[config.mk]
export PLATFORM = sky130hd
export DESIGN_NAME = booth_pp_accumulator
export DESIGN_NICKNAME = d
export VERILOG_FILES = /design/src/rtl/booth_pkg.sv /design/src/rtl/pp_term_select.sv /design/src/rtl/booth_pp_accumulator.sv
export SDC_FILE = /design/constraint.sdc
export NUM_CORES = 2
export LEC_CHECK = 0
export CAP_MARGIN = 15
export CELL_PAD_IN_SITES_DETAIL_PLACEMENT = 1
export CELL_PAD_IN_SITES_GLOBAL_PLACEMENT = 2
export CORE_AREA = 2 2 455 457
export DETAILED_ROUTE_END_ITERATION = 6
export DIE_AREA = 0 0 457 459
export PLACE_DENSITY_LB_ADDON = 0.1
export REMOVE_ABC_BUFFERS = 1
export SYNTH_ARGS = -nofsm -noshare
export SYNTH_HDL_FRONTEND = slang
export SYNTH_SLANG_ARGS = --single-unit
[constraint.sdc]
create_clock -name clk -period 10.8 [get_ports clk]
set_input_delay 1.08 -clock clk [delete_from_list [all_inputs] [get_ports clk]]
set_output_delay 1.08 -clock clk [all_outputs]
set_load 0.005 [all_outputs]
[src/rtl/booth_pkg.sv]
// Shared definitions for the Booth partial-product accumulator: FSM encoding
// and the derivation of term count, term width and counter width.
package booth_pkg;

   localparam int unsigned DEFAULT_DATA_WIDTH = 32;
   // Radix-4 recoding yields one term per two operand bits, plus one extra
   // term for the sign/carry digit.
   localparam int unsigned PP_BITS_PER_TERM   = 2;
   localparam int unsigned PP_EXTRA_TERMS     = 1;
   localparam int unsigned PRODUCT_SCALE      = 2;

   typedef enum logic [1:0] {
      ST_IDLE  = 2'd0,
      ST_ACCUM = 2'd1,
      ST_DONE  = 2'd2
   } state_t;

   // Number of partial-product terms for a given operand width.
   function automatic int unsigned calc_num_terms(input int unsigned data_width);
      return data_width / PP_BITS_PER_TERM + PP_EXTRA_TERMS;
   endfunction

   // Width of each term and of the full product.
   function automatic int unsigned calc_term_width(input int unsigned data_width);
      return PRODUCT_SCALE * data_width;
   endfunction

   // Term counter width; one spare bit so the count never wraps before NUM_TERMS.
   function automatic int unsigned calc_cnt_width(input int unsigned num_terms);
      return $clog2(num_terms) + 1;
   endfunction

endpackage

[src/rtl/pp_term_select.sv]
// Combinational mux picking term[i_idx] out of the registered term bus.
module pp_term_select
   import booth_pkg::*;
#(
   parameter int unsigned NUM_TERMS  = calc_num_terms(DEFAULT_DATA_WIDTH),
   parameter int unsigned TERM_WIDTH = calc_term_width(DEFAULT_DATA_WIDTH),
   parameter int unsigned CNT_W      = calc_cnt_width(NUM_TERMS)
)(
   input  logic [NUM_TERMS*TERM_WIDTH-1:0] i_terms,
   input  logic [CNT_W-1:0]                i_idx,
   output logic [TERM_WIDTH-1:0]           o_term_c
);

   // Select the indexed term; out-of-range indices return zero.
   always_comb begin
      o_term_c = '0;
      for (int unsigned i = 0; i < NUM_TERMS; i++) begin
         if (i_idx == CNT_W'(i)) begin
            o_term_c = i_terms[i*TERM_WIDTH +: TERM_WIDTH];
         end
      end
   end

endmodule

[src/rtl/booth_pp_accumulator.sv]
// Sequential accumulator summing Booth partial-product terms one per cycle.
// Timeline for one operation: the accepting cycle, NUM_TERMS ACCUM cycles,
// then DONE, so out_valid appears in cycle NUM_TERMS+1 counting the accepting
// cycle as cycle 0, and a new set can be taken one cycle after the handshake.
module booth_pp_accumulator
   import booth_pkg::*;
#(
   parameter int unsigned DATA_WIDTH = DEFAULT_DATA_WIDTH,
   parameter int unsigned NUM_TERMS  = calc_num_terms(DATA_WIDTH),
   parameter int unsigned TERM_WIDTH = calc_term_width(DATA_WIDTH)
)(
   input  logic                            clk,
   input  logic                            rst_n,
   input  logic                            in_valid,
   output logic                            in_ready,
   input  logic [NUM_TERMS*TERM_WIDTH-1:0] pp_bus,
   output logic                            out_valid,
   input  logic                            out_ready,
   output logic [TERM_WIDTH-1:0]           product,
   output logic                            busy
);

   localparam int unsigned CNT_W = calc_cnt_width(NUM_TERMS);
   localparam int unsigned BUS_W = NUM_TERMS * TERM_WIDTH;
   localparam logic [CNT_W-1:0] LAST_IDX = CNT_W'(NUM_TERMS - 1);

   state_t                r_state;
   logic [BUS_W-1:0]      r_terms;
   logic [TERM_WIDTH-1:0] r_acc;
   logic [CNT_W-1:0]      r_cnt;
   logic                  r_in_ready;
   logic                  r_out_valid;
   logic                  r_busy;
   logic [TERM_WIDTH-1:0] w_term;

   pp_term_select #(
      .NUM_TERMS  (NUM_TERMS),
      .TERM_WIDTH (TERM_WIDTH),
      .CNT_W      (CNT_W)
   ) u_term_select (
      .i_terms  (r_terms),
      .i_idx    (r_cnt),
      .o_term_c (w_term)
   );

   // Control FSM, term capture and the single-adder accumulator.
   always_ff @(posedge clk or negedge rst_n) begin
      if (!rst_n) begin
         r_state     <= ST_IDLE;
         r_terms     <= '0;
         r_acc       <= '0;
         r_cnt       <= '0;
         r_in_ready  <= 1'b1;
         r_out_valid <= 1'b0;
         r_busy      <= 1'b0;
      end else begin
         case (r_state)
            ST_IDLE: begin
               if (in_valid && r_in_ready) begin
                  r_terms    <= pp_bus;
                  r_acc      <= '0;
                  r_cnt      <= '0;
                  r_in_ready <= 1'b0;
                  r_busy     <= 1'b1;
                  r_state    <= ST_ACCUM;
               end
            end
            ST_ACCUM: begin
               r_acc <= r_acc + w_term;
               r_cnt <= r_cnt + CNT_W'(1);
               if (r_cnt == LAST_IDX) begin
                  r_busy      <= 1'b0;
                  r_out_valid <= 1'b1;
                  r_state     <= ST_DONE;
               end
            end
            ST_DONE: begin
               if (out_ready) begin
                  r_out_valid <= 1'b0;
                  r_in_ready  <= 1'b1;
                  r_state     <= ST_IDLE;
               end
            end
            default: begin
               r_in_ready  <= 1'b1;
               r_out_valid <= 1'b0;
               r_busy      <= 1'b0;
               r_state     <= ST_IDLE;
            end
         endcase
      end
   end

   assign in_ready  = r_in_ready;
   assign out_valid = r_out_valid;
   assign busy      = r_busy;
   assign product   = r_acc;

endmodule
==> impl_metrics.yaml <==
run_status:
  status: "completed"
drt:
  first_iter_violations: 4139
  vias_per_cell: 5.05
  route.detailed.drc: 0
  dr_total_vias: 52900
  firstDrtPassIters: 7
  antenna_left: 0
  drt_wl_total_mm: 296
  wire_per_inst_um: 28.3
sta:
  tightest_slew_ps: 1260
  setup_tns_ps: 0
  period_needed_ps: 7800
  timing.hold.ws_ps: 222
  hold_viol_final: 0
  maxSlewHeadroom: 0.154
  skew_ps: 25.2
  max_freq_mhz: 128
  period_share: 0.722
  slew_violations: 0
  grt_setup_unrepaired: "false"
  setup_viol_count_final: 0
logic_synthesis:
  syn_avg_cell_area_um2: 8.19
  synth_common_cells: "nand2_1 (3417), dfrtp_1 (1162), clkbuf_1 (382)"
  synthCells: 6671
  yosys_warnings: 0
  syn_area_mm2: 0.0546
  yosysUniqueCellTypes: 78
  yosysSeqAreaShare: 0.533
  synth_edf_count: 0
  ys.flop_type: "dfrtp_1"
  synth.top_cell.area_share: 0.532
  async_flop_share: 1.00
  synth.most_common_cell: "nand2_1"
  synth_largest_area_cell: "dfrtp_1"
  synth-seq-cells: 1163
  ys_top_cells_by_area: "dfrtp_1 (53%), nand2_1 (23%), a221oi_1 (2.8%)"
die:
  initial_utilization: 0.266
  row_count: 167
  boundaryPins: 1159
  die_w_um: 457
  dieArea_mm2: 0.210
  core-area_mm2: 0.206
  die_height_um: 459
pwr:
  power.leakage_uw: 0.0355
  power.total_uw: 22300
  ir_drop_mv: 0.174
  power_density_mw_per_mm2: 302
worst_setup_path:
  setup.worst_path.start_class: "flip-flop"
  rr_endpoint: "product[62]"
  worstSetupPathType: "reg -> reg"
  r2r_slack_ps: 3000
  cp.arrival_ps: 8430
  crit_start: "r_cnt[0]"
  crit_required_ps: 11430
  critPathMaxFanout: 11
  rr_worst_depth: 23
  r2r_start: "r_cnt[0]"
  cp-end-kind: "flip-flop"
  endpoint: "product[62]"
final_layout:
  drive_gt1_frac: 0.0476
  fin_nets: 8793
  syn_to_final_growth_pct: 35.4
global_route:
  grt_usage: 0.276
  grt_max_degree: 204
  grt_pass1_wl_mm: 416
  grt_remaining_overflow: 0
  grt_pass1_vias: 55400
  antenna_found_initial: 116
clock_network:
  clk_pin_slew_ps: 60
  cts_buffers: 148
  worstSkewPairLatency_ps: 790
  cts_tree: "built"
  clockRootBuffer: "clkbuf_16"
  cts.sinks: 1163
  cts.hold.buffers_added: 0
  cts_setup_buffers: 0
  ctsHtreeMaxLevel: 4
  post_cts_resized: 0
  cts_buffer_depth: 3
run:
  cap_viol_max_count: 0
placed_design:
  dp_hpwl_mm: 219
  place.gp.congestion: 0.871
  io_buffers: 1158
worst_hold_path:
  hp-class: "in -> async"
==> worst min-delay path by stage <==
stage,from,slack [ps],endpoint,cells after the start
final,rst_n,220,r_terms[800],1
after detailed placement,r_terms[594],460,r_terms[594],2
after CTS,rst_n,240,r_terms[800],1
after floorplan,r_terms[895],440,r_terms[895],2
after global placement,r_terms[806],450,r_terms[806],2
after global routing,rst_n,270,r_terms[800],1
==> worst max-delay path: stages (launching register included) <==
cell and delay [ps]:
dfrtp_1 460, inv_1 130, ha_1 500, or3b_1 500, nor3_4 850, a221oi_1 120
nor3_1 190, a221oi_1 80, nand2_1 110, o211ai_1 100, a31oi_1 710, a221oi_1 110
o21ai_0 790, ha_1 390, a21oi_1 170, o21ai_0 100, a211oi_1 530, o211ai_1 260
o21ai_1 570, a21boi_0 260, a21oi_1 300, o31ai_1 130, xnor2_1 130, o21ai_0 90
==> where the power goes <==
part | internal (uW) | switching, uW | leakage, uW
registers | 6520 | 1460 | 0.0147
logic | 3390 | 5930 | 0.0184
clock network | 2930 | 2080 | 0.00238
==> routing by layer <==
layer,track usage,vias to the layer above,routed length (um)
met3,0.0494,429,14600
met4,0.0939,44,10500
li1,-,24000,-
met1,0.364,26900,131000
met2,0.455,1531,141000
met5,0,-,286
==> layout make-up <==
class | instances | area [um^2]
Inverter | 32 | 120
Timing Repair Buffer | 1245 | 12600
Sequential cell | 1163 | 29100
Clock buffer | 226 | 4420
Clock inverter | 36 | 380
Multi-Input combinational cell | 5028 | 23900
Antenna cell | 52 | 130
Tap cell | 2704 | 3380
Fill cell | 24000 | 132000
==> per-stage QoR <==
step           worst slack [ps]  std cells   util  instance area (um^2)
6_report                   3000      10500  0.360                 74000
5_1_grt                    2540      10500  0.360                 73900
4_1_cts                    2990      10400  0.359                 73800
3_5_place_dp               3030      10200  0.336                 69000
3_3_place_gp               3160      10200  0.336                 69000
2_1_floorplan            -43800       6223      -                 52900
==> flip-flops by register name, summed over array words and instances, names as in the netlist <==
name / count
r_state: 2
r_cnt: 6
out_valid: 1
busy: 1
r_terms: 1088
in_ready: 1
product: 64
==> cell usage in the layout, fill, tap and decap left out, types with 37 or more instances in the layout <==
cell	netlist	routed
a211oi_1	80	80
a21oi_1	181	181
a221oi_1	177	177
a22oi_1	46	46
a31oi_1	43	43
buf_4	5	63
clkbuf_1	382	40
clkbuf_16	0	152
clkdlybuf4s50_1	0	1157
dfrtp_1	1162	1162
diode_2	0	52
ha_1	82	82
nand2_1	3417	3410
nand3_1	44	40
nor2_1	226	217
nor3_1	88	85
o21ai_0	148	147
o21ai_1	36	37
o22ai_1	83	83
==> logic make-up after synthesis <==
kind of cell | count (synthesis) | synth area share
DFF | 1163 | 0.533
AOI/OAI and AO/OA | 1023 | 0.130
buffers and inverters | 480 | 0.0344
adders and majority gates | 83 | 0.0191
xor gates and xnor gates | 60 | 0.00962
muxes | 2 | 0.000366
and+or+nand+nor | 3860 | 0.274
No activity file was read; power rests on OpenSTA's default activity.
